## config.mk

```make
export PLATFORM = sky130hd
export DESIGN_NAME = multibyte_add_ctrl
export DESIGN_NICKNAME = d
export VERILOG_FILES = /design/src/rtl/multibyte_add_ctrl.sv
export SDC_FILE = /design/constraint.sdc
export NUM_CORES = 1
export LEC_CHECK = 0
export CELL_PAD_IN_SITES_DETAIL_PLACEMENT = 0
export CELL_PAD_IN_SITES_GLOBAL_PLACEMENT = 1
export CORE_ASPECT_RATIO = 0.75
export CORE_MARGIN = 1.5
export CORE_UTILIZATION = 36
export CTS_BUF_LIST = sky130_fd_sc_hd__clkbuf_8
export DETAILED_ROUTE_END_ITERATION = 16
export GPL_TIMING_DRIVEN = 0
export MAX_ROUTING_LAYER = met4
export PLACE_DENSITY_LB_ADDON = 0.1
export SLEW_MARGIN = 20
export SYNTH_ARGS = -nofsm -noshare
export SYNTH_HDL_FRONTEND = slang
export SYNTH_SLANG_ARGS = --single-unit
```

## constraint.sdc

```tcl
create_clock -name clk -period 2.85 [get_ports clk]
set_clock_uncertainty 0.1 [all_clocks]
set_input_delay 0.57 -clock clk [delete_from_list [all_inputs] [get_ports clk]]
set_output_delay 0.57 -clock clk [all_outputs]
set_load 0.005 [all_outputs]
```

## src/rtl/multibyte_add_ctrl.sv

```systemverilog
// Multi-byte adder controller: sequences an external 8-bit ripple adder over
// NBYTES passes, least-significant byte first, and registers the W-bit sum.
module multibyte_add_ctrl #(
    parameter int NBYTES = 4
) (
    input  logic                  clk,
    input  logic                  rst,
    input  logic                  start,
    input  logic [8*NBYTES-1:0]   a,
    input  logic [8*NBYTES-1:0]   b,
    input  logic                  cin,
    output logic                  busy,
    output logic                  done,
    output logic [8*NBYTES-1:0]   result,
    output logic                  cout,
    output logic                  ovf,
    output logic [7:0]            add_in1,
    output logic [7:0]            add_in2,
    output logic                  add_cin,
    input  logic [7:0]            add_sum,
    input  logic                  add_cout
);

    localparam int W  = 8 * NBYTES;
    localparam int KW = $clog2(NBYTES);
    localparam logic [KW-1:0] K_LAST = KW'(NBYTES - 1);

    localparam logic [1:0] S_IDLE = 2'd0;
    localparam logic [1:0] S_ADD  = 2'd1;
    localparam logic [1:0] S_DONE = 2'd2;

    logic [1:0]    r_state;
    logic [KW-1:0] r_k;
    logic [W-1:0]  r_a;
    logic [W-1:0]  r_b;
    logic          r_cin;
    logic          r_carry;
    logic [W-1:0]  r_result;
    logic          r_cout;
    logic          r_ovf;

    // NOTE: sequential state uses non-blocking assignments only, so every
    // register samples the pre-edge value of every other register.
    always_ff @(posedge clk) begin
        if (rst) begin
            r_state  <= S_IDLE;
            r_k      <= '0;
            r_a      <= '0;
            r_b      <= '0;
            r_cin    <= 1'b0;
            r_carry  <= 1'b0;
            r_result <= '0;
            r_cout   <= 1'b0;
            r_ovf    <= 1'b0;
        end else begin
            case (r_state)
                S_IDLE: begin
                    if (start) begin
                        r_a      <= a;
                        r_b      <= b;
                        r_cin    <= cin;
                        r_k      <= '0;
                        r_result <= '0;
                        r_cout   <= 1'b0;
                        r_ovf    <= 1'b0;
                        r_state  <= S_ADD;
                    end
                end
                S_ADD: begin
                    r_result[8*r_k +: 8] <= add_sum;
                    r_carry              <= add_cout;
                    if (r_k == K_LAST) begin
                        // Overflow: like-signed operands giving a differently signed sum.
                        r_cout  <= add_cout;
                        r_ovf   <= (r_a[W-1] == r_b[W-1]) && (add_sum[7] != r_a[W-1]);
                        r_k     <= '0;
                        r_state <= S_DONE;
                    end else begin
                        r_k <= r_k + 1'b1;
                    end
                end
                S_DONE:  r_state <= S_IDLE;
                default: r_state <= S_IDLE;
            endcase
        end
    end

    // Adder inputs are held at zero outside ADD to keep the adder quiet.
    always_comb begin
        // NOTE: defaults first so no path leaves an output unassigned (no latch).
        add_in1 = '0;
        add_in2 = '0;
        add_cin = 1'b0;
        if (r_state == S_ADD) begin
            add_in1 = r_a[8*r_k +: 8];
            add_in2 = r_b[8*r_k +: 8];
            add_cin = (r_k == '0) ? r_cin : r_carry;
        end
    end

    assign busy   = (r_state == S_ADD);
    assign done   = (r_state == S_DONE);
    assign result = r_result;
    assign cout   = r_cout;
    assign ovf    = r_ovf;

endmodule

```

==> results of run 1 <==
## state kept, by name, indices dropped and copies added (netlist names)
| signal | count |
|---|---|
| result | 32 |
| r_b | 32 |
| r_a | 32 |
| r_carry | 1 |
| r_cin | 1 |
| cout | 1 |
| ovf | 1 |
| r_state | 2 |
| r_k | 2 |
## worst max-delay path: cells and delay by family, from the launching register on
kind,cells,cell delay [ps]
buf+inv,3,710
mux,1,480
flops,1,380
simple gates,1,180
## routing by layer
metal / vias up / GRT usage
met2: 105 / 0.312
li1: 1834 / -
met5: - / -
met4: 0 / 0.0458
met3: 8 / 0.0490
met1: 1745 / 0.287
## Yosys cell counts, types with 2 or more instances
cell type | n | area share
dfxtp_1 | 104 | 0.49
mux2_2 | 2 | 0.0053
nand2b_1 | 2 | 0.0029
nand2_1 | 134 | 0.12
inv_1 | 4 | 0.0035
and2_1 | 16 | 0.024
nand3_1 | 2 | 0.0024
a22o_1 | 32 | 0.066
buf_4 | 5 | 0.0088
ha_1 | 6 | 0.018
buf_2 | 13 | 0.015
a21oi_1 | 68 | 0.080
nor4b_1 | 2 | 0.0041
buf_6 | 5 | 0.013
mux2_1 | 2 | 0.0053
clkbuf_1 | 8 | 0.0071
a21oi_2 | 4 | 0.0082
nor2_1 | 5 | 0.0044
mux4_2 | 16 | 0.085
nor4_4 | 2 | 0.010
## where the power goes
part	switching, mW	internal, mW
logic	0.224	0.260
registers	0.0376	1.52
clock network	0.498	0.604
## kinds of logic after synthesis
group,after synthesis
AOI/OAI and AO/OA,108
and+or+nand+nor,172
muxes,21
buffers and inverters,36
adders and majority gates,6
DFF,104
## path summary, 6_finish.rpt
check | start | end | slack [ps] | depth (start not counted)
worst max-delay path | r_k[0] | add_in1[1] | 70 | 5
worst min-delay path | r_b[25] | r_b[25] | 360 | 2
worst min register to register | r_b[25] | r_b[25] | 360 | 2
worst max register to register | r_k[1] | result[26] | 640 | 7
## area by class of cell
class	count	area, sq um
buffer	32	241
clock buffer	10	138
clock inverter	6	108
fill	1134	5430
inverter	4	17.5
multi-input combinational	307	1980
sequential	104	2090
tap	162	203
timing repair buffer	135	1370
## through the flow
stage	utilization	instances	worst slack (ps)	power (mW)	setup TNS [ps]
final	0.531	760	68.2	3.14	0
after global routing	0.531	760	-5.47	3.26	-5.69
after CTS	0.526	758	0.397	3.15	0
after detailed placement	0.496	738	-43.8	2.05	-43.8
after global placement	0.496	738	-46.7	2.04	-46.7
after floorplan	-	447	787	1.81	0
## timing repair
action	in CTS	in global routing
hold buffers	0	0
setup buffers	4	1
cloned	0	1
resized for setup	19	9
endpoints found under the setup margin	12	14
pin swaps	0	0
==> results.tsv, run 1 <==
metric	value	unit
status	complete, no violations	
Yosys reg bits	104	
cts bufs inserted	9	
standard-cell row count	34	
synth-to-layout area growth	44.5	%
TritonCTS clock tree	yes	
crit-path max cell delay	480	ps
max_cap viols	0	
CP dominant cell by count	buf_12	
Port-buffer cells	129	
Power per Cell Area	511	nW/um^2
diode count	0	
Cell variety after synth	35	
Initial DRT Pass Iterations	4	
met1 WL	6080	um
remaining antenna violation count	0	
main combinational cell family by area after synthesis	simple AND/OR/NAND/NOR gates	
compound-gate portion of the synthesized area	0.161	
CP Data Arrival Time	2110	ps
commonest non-fill, non-tap cell in the layout	nand2_1	
crit path capture type	output port	
post-synthesis mux area share	0.0977	
Cells after Synth	447	
Net Count, Synth	530	
Starting Density	0.367	
HPWL after detailed placement	8910	um
Pleak	2.34	nW
first-pass GRT wire length	19200	um
Via Count	3692	
GPL Wtd Cong	0.788	
initial antenna violation count	0	
Critical Path, Cell by Cell	buf_12 -> buf_12 -> mux4_2 -> and2_1 -> clkdlybuf4s50_1	
worst-path fanout max	7	
Final Max Slew Viols	0	
DR WL met3	751	um
hold slack	358	ps
Slew HR	0.605	
dominant synthesized flop cell	dfxtp_1	
Worst setup SP type	flip-flop	
met2 wire len	5430	um
Total GRT Usage	0.208	
clock buffer depth	2	
syn avg cell area	9.51	sq um
DRT Wirelength	12400	um
Critical Path Slowest Stage Cell	mux4_2	
Async SR Flop Fraction	0	
share of layout cells above drive strength 1	0.125	
Die Width	128	um
clk_lat worst skew	370	ps
Finish-stage setup viols	0	
Sink Count	104	
RSZ-0062 raised after global routing	true	
root buffer cell	clkbuf_8	
I/O pin count	130	
post-synthesis adder-cell area fraction	0.0177	
Vias/cell	4.86	
Post-synth EDFFs	0	
Req. time, crit path	2180	ps
vias in the first global route	3655	
Final Hold Fails	0	
DRT iter0 DRCs	195	
Placement Cell Area	5740	sq um
DIE AREA	12500	sq um
Period minus WS final	2780	ps
H-tree depth	3	
post-DR wirelength/cell	16.3	um
maximum VDD drop	247	uV
Crit Path Class	flip-flop to output port	
largest net degree at the start of global routing	17	
Post-Synth XOR/XNOR Area	0	
core area	11600	sq um
leading cell types in the layout, fill and taps excluded	nand2_1, clkdlybuf4s50_1, dfxtp_1, a21oi_1, a22o_1	
drt drc	0	
final worst-path cycle share	0.976	
Fmax	359	MHz
sequential area share after synthesis	0.490	
design area	6140	sq um
nets@finish	676	
Min-Delay Path Class	flip-flop to flip-flop	
grt total ovfl	0	
Synth Area in Simple Gates	0.185	
overall die height	97.1	um
yosys synthesis warning count	0	
worst-margin pin slew	592	ps
area of the mapped netlist	4250	sq um
Reg clk slew, reported paths	90	ps
Top Metal Used	met4	
Power figures use the tool's default switching activity.
==> run 2: changes to the inputs <==
--- a/config.mk
+++ b/config.mk
@@ -5,11 +5,12 @@
 export SDC_FILE = /design/constraint.sdc
 export NUM_CORES = 1
 export LEC_CHECK = 0
-export CELL_PAD_IN_SITES_DETAIL_PLACEMENT = 0
-export CELL_PAD_IN_SITES_GLOBAL_PLACEMENT = 1
+export ABC_AREA = 1
+export CELL_PAD_IN_SITES_DETAIL_PLACEMENT = 2
+export CELL_PAD_IN_SITES_GLOBAL_PLACEMENT = 2
 export CORE_ASPECT_RATIO = 0.75
 export CORE_MARGIN = 1.5
-export CORE_UTILIZATION = 36
+export CORE_UTILIZATION = 28
 export CTS_BUF_LIST = sky130_fd_sc_hd__clkbuf_8
 export DETAILED_ROUTE_END_ITERATION = 16
 export GPL_TIMING_DRIVEN = 0
==> run 2 against run 1 <==
Utilization shrank 13 points. Combinational power grew 37%. Power grew 2.9%. Flip-flop and latch count is the same. Register-to-register slack is essentially flat. Cell area grew 8.6%. Cell count grew 31%.
==> results.tsv, run 2 <==
metric	value	unit	change
Initial DRT Pass Iterations	4		unchanged
Port-buffer cells	128		-0.78%
register-to-register setup slack	630	ps	about the same
dominant synthesized flop cell	dfxtp_1		
GPL Wtd Cong	0.812		+3.1%
non-filler cells, final	996		+31%
Starting Density	0.286		-0.0813
Worst setup SP type	flip-flop		
I/O pin count	130		unchanged
Post-synth top cells	nor2_1, dfxtp_1, o21ai_0, nand2_1, a21oi_1		
nets@finish	859		+27%
Worst R2R Path Depth	7		unchanged
HPWL after detailed placement	14500	um	+63%
FF-to-FF Start	r_k[0]		
CTS Hold Bufs	0		unchanged
crit-path max cell delay	530	ps	+50 ps
area fraction of the dominant cell type after synthesis	0.433		-0.0573
met2 wire len	8030	um	+48%
Power per Cell Area	484	nW/um^2	-5.3%
worst-path fanout max	10		+3
synth-to-layout area growth	38.6	%	
standard-cell row count	41		+21%
area of the mapped netlist	4810	sq um	+13%
initial antenna violation count	0		unchanged
Cells after Synth	639		+43%
Hold Path Cell Cnt	2		unchanged
Total GRT Usage	0.217		+0.00916
final worst-path cycle share	0.974		-0.00191
commonest non-fill, non-tap cell in the layout	nor2_1		
Post-Route Setup TNS	0	ps	unchanged
Final Hold Fails	0		unchanged
total power draw	3.23	mW	+2.9%
hold_sp	result[19]		
Critical Path Slowest Stage Cell	clkdlybuf4s50_1		
Finish-stage setup viols	0		unchanged
Req. time, crit path	2180	ps	about the same
DRT Wirelength	18400	um	+49%
Sink Count	104		unchanged
crit path capture type	output port		
Net Count, Synth	722		+36%
Post-synth EDFFs	0		unchanged
clock buffer depth	2		unchanged
Final Max Slew Viols	0		unchanged
DIE AREA	18000	sq um	+44%
TritonCTS clock tree	yes		
leading cell type by number of instances after synthesis	nor2_1		
Critical Path, Cell by Cell	buf_8 -> inv_2 -> clkbuf_4 -> o21ai_1 -> a21oi_2 -> clkdlybuf4s50_1		
Pleak	2.45	nW	+4.7%
remaining antenna violation count	0		unchanged
Async SR Flop Fraction	0		unchanged
Synth area leader	dfxtp_1		
max_cap viols	0		unchanged
Period minus WS final	2780	ps	-5.44 ps
Reg-to-Reg End	result[5]		
Fmax	360	MHz	+0.20%
top post-synthesis cells by area	dfxtp_1, nor2_1, o21ai_0		
worst-margin pin slew	722	ps	+130 ps
Vias/cell	4.78		-1.6%
status	complete, no violations		
sequential area share after synthesis	0.433		-0.0573
Top Metal Used	met4		
Slew HR	0.518		-0.0867
Reg clk slew, reported paths	100	ps	about the same
diode count	0		unchanged
overall die height	117	um	+20%
vias in the first global route	5132		+40%
H-tree depth	3		unchanged
post-DR wirelength/cell	18.5	um	+14%
Crit Path Class	flip-flop to output port		
hold-critical path endpoint	result[19]		
first-pass GRT wire length	28700	um	+50%
leading cell types in the layout, fill and taps excluded	nor2_1, clkdlybuf4s50_1, dfxtp_1, o21ai_0, nand2_1		
syn avg cell area	7.53	sq um	-21%
setup bufs post-CTS	0		-4
Yosys reg bits	104		unchanged
root buffer cell	clkbuf_8		
yosys synthesis warning count	0		unchanged
maximum VDD drop	231	uV	-6.5%
DR WL met3	764	um	+1.7%
placed insts	982		+33%
clk_lat worst skew	370	ps	about the same
CP Data Arrival Time	2110	ps	about the same
drt drc	0		unchanged
core area	16800	sq um	+45%
share of layout cells above drive strength 1	0.142		+0.0167
Die Width	154	um	+20%
cts bufs inserted	9		unchanged
grt total ovfl	0		unchanged
met1 WL	9520	um	+57%
DRT iter0 DRCs	216		+11%
RSZ-0062 raised after global routing	true		
Cell variety after synth	27		-23%
Via Count	4761		+29%
largest net degree at the start of global routing	17		unchanged
Min-Delay Path Class	flip-flop to flip-flop		
-- run 2: cell count changes after synthesis, sizes merged, moves of 6 or more --
| cell | previous run | this run |
|---|---|---|
| nand2 | 134 | 49 |
| buf | 24 | 30 |
| nand3 | 2 | 39 |
| and2 | 16 | 0 |
| nor2 | 5 | 205 |
| clkbuf | 8 | 15 |
| a21oi | 72 | 56 |
| o21ai | 0 | 96 |
| nor3 | 0 | 7 |
| nand4 | 1 | 8 |
| inv | 4 | 22 |
| mux4 | 16 | 0 |
| a22o | 32 | 0 |
-- run 2: cell families (layout without fill, tap and decap cells) --
family          after synthesis  after routing  synth area share
compound gates              154            154             0.177
fa+ha+maj                     6              6            0.0156
buf+inv                      67            209            0.0829
flops                       104            104             0.433
simple gates                308            308             0.292
-- run 2: worst max-delay path: cells and delay by family (launching register included) --
kind / cells / cell delay (ps)
AOI/OAI and AO/OA: 2 / 360
DFF: 1 / 370
buffers and inverters: 4 / 990
-- run 2: through the flow --
step,worst slack [ps],util,hold slack (ps),instance area (sq um)
after global placement,-532,0.378,358,6360
final,73.6,0.396,385,6670
after CTS,2.23,0.394,389,6620
after floorplan,536,-,345,4810
after detailed placement,-601,0.378,374,6360
after global routing,-13.3,0.396,402,6670
-- run 2: layout make-up --
type                            instances  area [sq um]
Fill cell                            1934         10200
Multi-Input combinational cell        468          2370
Sequential cell                       104          2090
Timing Repair Buffer                  128          1280
Buffer                                 43           372
Tap cell                              215           269
Clock buffer                           10           138
Inverter                               22          85.1
Clock inverter                          6          61.3
-- run 2: routing by layer --
metal,vias to the layer above,track usage
met2,88,0.331
met3,8,0.0404
met5,-,-
met1,2303,0.301
met4,0,0.0423
li1,2362,-
-- run 2: how the worst max path moves through the flow --
stage	startpoint	end	slack, ps	cells after the start
floorplan	r_k[0]	add_cin	540	8
global placement	r_k[1]	add_cin	-530	8
detailed placement	r_k[0]	add_cin	-600	9
CTS	r_k[0]	add_in2[1]	2	6
global route	r_k[0]	add_in2[1]	-10	7
finish	r_k[0]	add_in2[1]	70	6
-- run 2: where the power goes --
| group | internal [mW] | switching [mW] | total (mW) |
|---|---|---|---|
| combinational | 0.299 | 0.366 | 0.665 |
| clock | 0.426 | 0.534 | 0.961 |
| sequential | 1.54 | 0.0612 | 1.60 |
| total | 2.27 | 0.962 | 3.23 |
-- run 2: timing repair --
| action | CTS | global route |
|---|---|---|
| resized for setup | 28 | 27 |
| endpoints found under the hold margin | 0 | 0 |
| endpoints found under the setup margin | 17 | 16 |
| pin swaps | 6 | 10 |
